**config.mk**
```make
export PLATFORM = sky130hd
export DESIGN_NAME = instruction_encoder_flat
export DESIGN_NICKNAME = d
export VERILOG_FILES = /design/src/rtl/instruction_encoder_if.sv /design/src/rtl/instruction_encoder.sv /design/src/flat_wrapper.sv
export SDC_FILE = /design/constraint.sdc
export NUM_CORES = 1
export LEC_CHECK = 0
export CORE_ASPECT_RATIO = 0.7
export CORE_UTILIZATION = 48
export CTS_BUF_LIST = sky130_fd_sc_hd__clkbuf_4 sky130_fd_sc_hd__clkbuf_8
export CTS_CLUSTER_SIZE = 40
export DETAILED_ROUTE_END_ITERATION = 8
export PLACE_DENSITY = 0.75
export SLEW_MARGIN = 0
export SYNTH_ARGS = -nofsm -noshare
export SYNTH_HDL_FRONTEND = slang
export SYNTH_SLANG_ARGS = --single-unit
```
**constraint.sdc**
```tcl
create_clock -name clk -period 1.5 [get_ports clk]
set_input_delay 0.3 -clock clk [delete_from_list [all_inputs] [get_ports clk]]
set_output_delay 0.3 -clock clk [all_outputs]
set_load 0.02 [all_outputs]
```
**src/rtl/instruction_encoder_if.sv**
```systemverilog
// instruction_encoder_if: request/response handshake bundle for the RV32I instruction encoder.
interface instruction_encoder_if;
    logic        in_valid;
    logic        in_ready;
    logic [5:0]  ctrl_code;
    logic [4:0]  rd;
    logic [4:0]  rs1;
    logic [4:0]  rs2;
    logic [31:0] imm;
    logic        out_valid;
    logic        out_ready;
    logic [31:0] instr;
    logic        err;
    logic [7:0]  err_count;
    modport master (
        output in_valid, ctrl_code, rd, rs1, rs2, imm, out_ready,
        input  in_ready, out_valid, instr, err, err_count
    );
    modport slave (
        input  in_valid, ctrl_code, rd, rs1, rs2, imm, out_ready,
        output in_ready, out_valid, instr, err, err_count
    );
endinterface

```
**src/rtl/instruction_encoder.sv**
```systemverilog
// instruction_encoder: two-stage RV32I assembler from internal operation codes to instruction words.
// Optional ENC_RANGE_CHECK_EN also rejects immediates that do not fit the target format.
module instruction_encoder (
    input logic                  clk,
    input logic                  rst_n,
    instruction_encoder_if.slave bus
);
    typedef enum logic [2:0] {F_R, F_I, F_SH, F_S, F_B, F_U, F_J} fmt_e;
    localparam logic [31:0] NOP = 32'h0000_0013;

    fmt_e        fmt_d, s1_fmt_q;
    logic [6:0]  op_d, f7_d, s1_op_q, s1_f7_q;
    logic [2:0]  f3_d, s1_f3_q;
    logic        illegal_d, rng_bad, s1_err_q, s1_valid_q, s2_valid_q, err_q;
    logic [4:0]  s1_rd_q, s1_rs1_q, s1_rs2_q;
    logic [31:0] s1_imm_q, instr_d, instr_q;
    logic [7:0]  err_count_q;
    logic        s1_adv, s2_adv;
    logic [5:0]  c;

    assign c = bus.ctrl_code;

    always_comb begin
        fmt_d     = F_I;
        op_d      = 7'b0010011;
        illegal_d = 1'b0;
        if (c <= 6'd9) begin
            fmt_d = F_R;
            op_d  = 7'b0110011;
        end else if (c <= 6'd15) fmt_d = F_I;
        else if (c <= 6'd18) fmt_d = F_SH;
        else if (c <= 6'd23) op_d = 7'b0000011;
        else if (c <= 6'd26) begin
            fmt_d = F_S;
            op_d  = 7'b0100011;
        end else if (c <= 6'd32) begin
            fmt_d = F_B;
            op_d  = 7'b1100011;
        end else if (c == 6'd33) begin
            fmt_d = F_U;
            op_d  = 7'b0110111;
        end else if (c == 6'd34) begin
            fmt_d = F_U;
            op_d  = 7'b0010111;
        end else if (c == 6'd35) begin
            fmt_d = F_J;
            op_d  = 7'b1101111;
        end else if (c == 6'd36) op_d = 7'b1100111;
        else illegal_d = 1'b1;
    end

    // funct3 grouped by value across all formats; unlisted codes use 000
    always_comb begin
        case (c)
            6'd2, 6'd16, 6'd20, 6'd25, 6'd28:         f3_d = 3'b001;
            6'd3, 6'd11, 6'd21, 6'd26:                f3_d = 3'b010;
            6'd4, 6'd12:                              f3_d = 3'b011;
            6'd5, 6'd13, 6'd22, 6'd29:                f3_d = 3'b100;
            6'd6, 6'd7, 6'd17, 6'd18, 6'd23, 6'd30:   f3_d = 3'b101;
            6'd8, 6'd14, 6'd31:                       f3_d = 3'b110;
            6'd9, 6'd15, 6'd32:                       f3_d = 3'b111;
            default:                                  f3_d = 3'b000;
        endcase
    end

    assign f7_d = (c == 6'd1 || c == 6'd7 || c == 6'd18) ? 7'b0100000 : 7'b0000000;

`ifdef ENC_RANGE_CHECK_EN
    logic sx12, sx13, sx21;
    assign sx12 = &bus.imm[31:11] | ~|bus.imm[31:11];
    assign sx13 = &bus.imm[31:12] | ~|bus.imm[31:12];
    assign sx21 = &bus.imm[31:20] | ~|bus.imm[31:20];
    assign rng_bad = (fmt_d == F_I || fmt_d == F_S) ? !sx12 :
                     (fmt_d == F_SH) ? |bus.imm[31:5] :
                     (fmt_d == F_B)  ? (!sx13 | bus.imm[0]) :
                     (fmt_d == F_J)  ? (!sx21 | bus.imm[0]) :
                     (fmt_d == F_U)  ? |bus.imm[11:0] : 1'b0;
`else
    assign rng_bad = 1'b0;
`endif

    always_comb begin
        instr_d = s1_err_q ? NOP :
            (s1_fmt_q == F_R)  ? {s1_f7_q, s1_rs2_q, s1_rs1_q, s1_f3_q, s1_rd_q, s1_op_q} :
            (s1_fmt_q == F_SH) ? {s1_f7_q, s1_imm_q[4:0], s1_rs1_q, s1_f3_q, s1_rd_q, s1_op_q} :
            (s1_fmt_q == F_S)  ? {s1_imm_q[11:5], s1_rs2_q, s1_rs1_q, s1_f3_q, s1_imm_q[4:0], s1_op_q} :
            (s1_fmt_q == F_B)  ? {s1_imm_q[12], s1_imm_q[10:5], s1_rs2_q, s1_rs1_q, s1_f3_q,
                                  s1_imm_q[4:1], s1_imm_q[11], s1_op_q} :
            (s1_fmt_q == F_U)  ? {s1_imm_q[31:12], s1_rd_q, s1_op_q} :
            (s1_fmt_q == F_J)  ? {s1_imm_q[20], s1_imm_q[10:1], s1_imm_q[11], s1_imm_q[19:12],
                                  s1_rd_q, s1_op_q} :
                                 {s1_imm_q[11:0], s1_rs1_q, s1_f3_q, s1_rd_q, s1_op_q};
    end

    assign s2_adv = !s2_valid_q | bus.out_ready;
    assign s1_adv = !s1_valid_q | s2_adv;

    always_ff @(posedge clk or negedge rst_n) begin
        if (!rst_n) begin
            s1_valid_q  <= 1'b0;
            s2_valid_q  <= 1'b0;
            s1_fmt_q    <= F_I;
            s1_op_q     <= 7'd0;
            s1_f3_q     <= 3'd0;
            s1_f7_q     <= 7'd0;
            s1_err_q    <= 1'b0;
            s1_rd_q     <= 5'd0;
            s1_rs1_q    <= 5'd0;
            s1_rs2_q    <= 5'd0;
            s1_imm_q    <= 32'd0;
            instr_q     <= 32'd0;
            err_q       <= 1'b0;
            err_count_q <= 8'd0;
        end else begin
            if (s1_adv) begin
                s1_valid_q <= bus.in_valid;
                if (bus.in_valid) begin
                    s1_fmt_q <= fmt_d;
                    s1_op_q  <= op_d;
                    s1_f3_q  <= f3_d;
                    s1_f7_q  <= f7_d;
                    s1_err_q <= illegal_d | rng_bad;
                    s1_rd_q  <= bus.rd;
                    s1_rs1_q <= bus.rs1;
                    s1_rs2_q <= bus.rs2;
                    s1_imm_q <= bus.imm;
                end
            end
            if (s2_adv) begin
                s2_valid_q <= s1_valid_q;
                if (s1_valid_q) begin
                    instr_q <= instr_d;
                    err_q   <= s1_err_q;
                end
            end
            if (s2_valid_q && bus.out_ready && err_q && err_count_q != 8'hFF)
                err_count_q <= err_count_q + 8'd1;
        end
    end

    assign bus.in_ready  = s1_adv;
    assign bus.out_valid = s2_valid_q;
    assign bus.instr     = instr_q;
    assign bus.err       = err_q;
    assign bus.err_count = err_count_q;
endmodule

```
**src/flat_wrapper.sv**
```systemverilog
// flat-port wrapper written by rule: the top's interface ports become plain ports
module instruction_encoder_flat 
  (clk, rst_n, bus_in_valid, bus_ctrl_code, bus_rd, bus_rs1, bus_rs2, bus_imm, bus_out_ready, bus_in_ready, bus_out_valid, bus_instr, bus_err, bus_err_count);
  instruction_encoder_if bus_i ();
  input logic clk;
  input logic rst_n;
  input wire logic [$bits(bus_i.in_valid)-1:0] bus_in_valid;
  input wire logic [$bits(bus_i.ctrl_code)-1:0] bus_ctrl_code;
  input wire logic [$bits(bus_i.rd)-1:0] bus_rd;
  input wire logic [$bits(bus_i.rs1)-1:0] bus_rs1;
  input wire logic [$bits(bus_i.rs2)-1:0] bus_rs2;
  input wire logic [$bits(bus_i.imm)-1:0] bus_imm;
  input wire logic [$bits(bus_i.out_ready)-1:0] bus_out_ready;
  output wire logic [$bits(bus_i.in_ready)-1:0] bus_in_ready;
  output wire logic [$bits(bus_i.out_valid)-1:0] bus_out_valid;
  output wire logic [$bits(bus_i.instr)-1:0] bus_instr;
  output wire logic [$bits(bus_i.err)-1:0] bus_err;
  output wire logic [$bits(bus_i.err_count)-1:0] bus_err_count;
  assign bus_i.in_valid = bus_in_valid;
  assign bus_i.ctrl_code = bus_ctrl_code;
  assign bus_i.rd = bus_rd;
  assign bus_i.rs1 = bus_rs1;
  assign bus_i.rs2 = bus_rs2;
  assign bus_i.imm = bus_imm;
  assign bus_i.out_ready = bus_out_ready;
  assign bus_in_ready = bus_i.in_ready;
  assign bus_out_valid = bus_i.out_valid;
  assign bus_instr = bus_i.instr;
  assign bus_err = bus_i.err;
  assign bus_err_count = bus_i.err_count;
  instruction_encoder u_core (.clk(clk), .rst_n(rst_n), .bus(bus_i));
endmodule
```
==> results.cfg <==
[die]
die_area_sq_um = 10800
num_rows = 30
initial_utilization_pct = 50.4
die_h_microns = 87.3
die_w_microns = 124
pin_count = 100
core_area_sq_um = 9910

[logic_synthesis]
yosysTopAreaCell = dfrtp_1
yosys.area_share.adder_pct = 1.50
synth.distinct_cells = 62
synth_xor_area_share_pct = 1.23
synth_ff_type = dfrtp_1
synth_top_family_by_area = simple AND/OR/NAND/NOR gates
syn_avg_cell_area_sq_um = 9.35
synth.top_cells.by_count = nand2_1, dfrtp_1, o21ai_0
synthTopCellsByArea = dfrtp_1, nand2_1, mux2i_1, o21ai_0, mux2_2
synth-edff-count = 0
syn_area_sq_um = 4990
synth_async_sr_flop_share_pct = 100
ys_ff_latch = 103
synth.most_common_cell = nand2_1
yosysSeqAreaShare_pct = 51.7
syn_nets = 597
yosys_warnings = 0
muxShareOfSynthArea_pct = 6.52
yosysTopAreaCellShare_pct = 51.1
synth-simple-area-share_pct = 22.2
synthCells = 534
synth_compound_area_share_pct = 12.9

[sta]
fin_skew_ps = 8.16
max_freq_mhz = 639
setup_viol = 10
hold_viol_final = 0
report.final.slew_viol_count = 0
max_slew_margin_pct = 72.0
post-route-period-util_pct = 104
min_period_ps = 1560
worst_slack_ps = -64.2
rsz0062_at_grt = true
worstMarginPinSlew_ps = 419

[place]
hpwl_microns = 10000
numPortBuffers = 99
place_congestion = 0.837
dp_slack_ps = -698
dp_cells = 791
dpl_cell_area_sq_um = 6520

[drt]
via_count = 4373
drtIter0Drc = 270
drt-total-wl_microns = 13800
wire_per_inst_microns = 17.1
first_pass_iters = 5
ant_nets = 0
vias_per_cell = 5.40
drc_errors = 0

[clocking]
htree_num_levels = 3
cts_sinks = 103
cts_buffers = 9
cts_root_buffer = clkbuf_8
cts_tree = built
clkTransAtPathRegs_ps = 100
clockBufferDepth = 2
clkLatencyLatePin_ps = 380

[critical_path]
critical_path.max_fanout = 8
start_kind = flop
crit_chain = and2b_1 > o21ai_4 > buf_12 > mux2i_2 > o21ai_1
path_class = reg2reg
crit_cells = 5
crit_buf_inv = 1
critPathTopFamily = flip-flops
worstPathArrival_ps = 1830
max_stage_delay_ps = 620
required_ps = 1770
crit_slowest_cell = dfstp_2
end_kind = flop
r2r_cells = 5

[power_and_ir_drop]
powerDensity_nw_per_um2 = 1190
peakVddDrop_mv = 0.495
finalPower_uw = 8190
p_leak_uw = 0.00343

[final_layout]
fillCellCount = 794
final_cells = 810
drive_gt1_share_pct = 21.4
area_growth_pct = 38.1
fin_area_sq_um = 6890
antennaDiodeCount = 0
fin_nets = 741

[run]
drv_cap = 0

[min_path]
hold_depth = 3
hp-class = in2reg

[status]
violations = negative setup slack
status = finished, violations left

[global_route]
grt_max_degree = 51
grt_usage_pct = 27.3
grt_pass1_vias = 4283
gr-total-overflow = 0
grt_pass1_wl_microns = 22100
antenna_found_initial = 0
-- power breakdown --
group	internal, uW	switching, uW
Clock	1010	974
Combinational	1210	1370
Sequential	3250	379
-- metal layers --
metal  track usage [%]  wire length, microns  vias up
met5                 0                     0        -
met4              7.23                   163        0
met3              5.43                   803       18
met2              40.7                  6060      147
met1              40.4                  6780     2130
li1                  -                     -     2078
-- stage by stage --
stage	setup TNS (ps)	util, %	hold slack (ps)
2_1_floorplan	-480	-	4.41
6_report	-367	69.5	324
4_1_cts	-286	68.4	361
5_1_grt	-1250	69.5	331
3_5_place_dp	-30790	65.8	225
3_3_place_gp	-26660	65.8	217
-- sequential cells by signal (all words and copies together) (netlist names) --
signal / cells
u_core.s1_f3_q: 3
u_core.s1_rd_q: 5
u_core.s1_op_q: 6
u_core.bus.instr: 31
u_core.s1_imm_q: 32
u_core.s1_valid_q: 1
u_core.bus.out_valid: 1
u_core.s1_err_q: 1
u_core.bus.err: 1
u_core.s1_fmt_q: 3
u_core.s1_rs2_q: 5
u_core.bus.err_count: 8
u_core.s1_rs1_q: 5
u_core.s1_f7_q: 1
-- cells in the final DEF, fill, tap and decap left out, types with 8 or more instances in the layout --
cell type,netlist,routed
mux2_2,9,8
dfrtp_1,102,97
nand2_1,183,181
clkbuf_8,0,10
mux2i_1,19,17
o21ai_1,11,16
a21oi_1,11,9
dlygate4sd2_1,0,37
o21ai_0,28,23
nor2_1,17,16
nand2b_1,12,11
buf_4,5,57
clkdlybuf4s50_1,0,49
-- final timing paths --
path | slack (ps) | to | from
worst min-delay path | 320 | u_core.bus.out_valid | bus_out_ready
worst max register to register | -60 | u_core.bus.instr[12] | u_core.s1_fmt_q[0]
worst min register to register | 480 | u_core.bus.instr[8] | u_core.bus.instr[8]
worst max-delay path | -60 | u_core.bus.instr[12] | u_core.s1_fmt_q[0]
max in group asynchronous | 580 | u_core.bus.instr[29] | rst_n
min in group asynchronous | 360 | u_core.bus.instr[12] | rst_n
-- cell type report --
class / count / area, sq um / share of cell area, %
flip-flops and latches: 103 / 2580 / 37.5
multi-input cells: 391 / 2410 / 34.9
repair buffers: 165 / 1490 / 21.6
well taps: 128 / 160 / 2.32
clock buffers: 11 / 145 / 2.11
clock inverters: 4 / 77.6 / 1.13
inverters: 8 / 30.0 / 0.436
-- kinds of logic (layout without fill, tap and decap cells) --
kind of cell             Yosys count  in the layout
adder cells (fa/ha/maj)            6              6
multiplexers                      30             30
buffers and inverters             40            188
XOR/XNOR                           7              7
flip-flops                       103            103
AND/OR/NAND/NOR                  255            255
AO/OA/AOI/OAI                     93             93
-- worst min-delay path: stages --
cell	delay [ps]
dlymetal6s2s_1	120
nand2b_1	160
nand2b_1	80
-- timing repair --
| action | 4_1_cts | 5_1_grt |
|---|---|---|
| hold endpoints to repair | 20 | 0 |
| endpoints found under the setup margin | 73 | 46 |
| buffers inserted | 2 | 1 |
| pin swaps | 9 | 11 |
| hold buffers | 1 | 0 |
| resized for setup | 79 | 39 |
(Power assumes the default switching activity.)
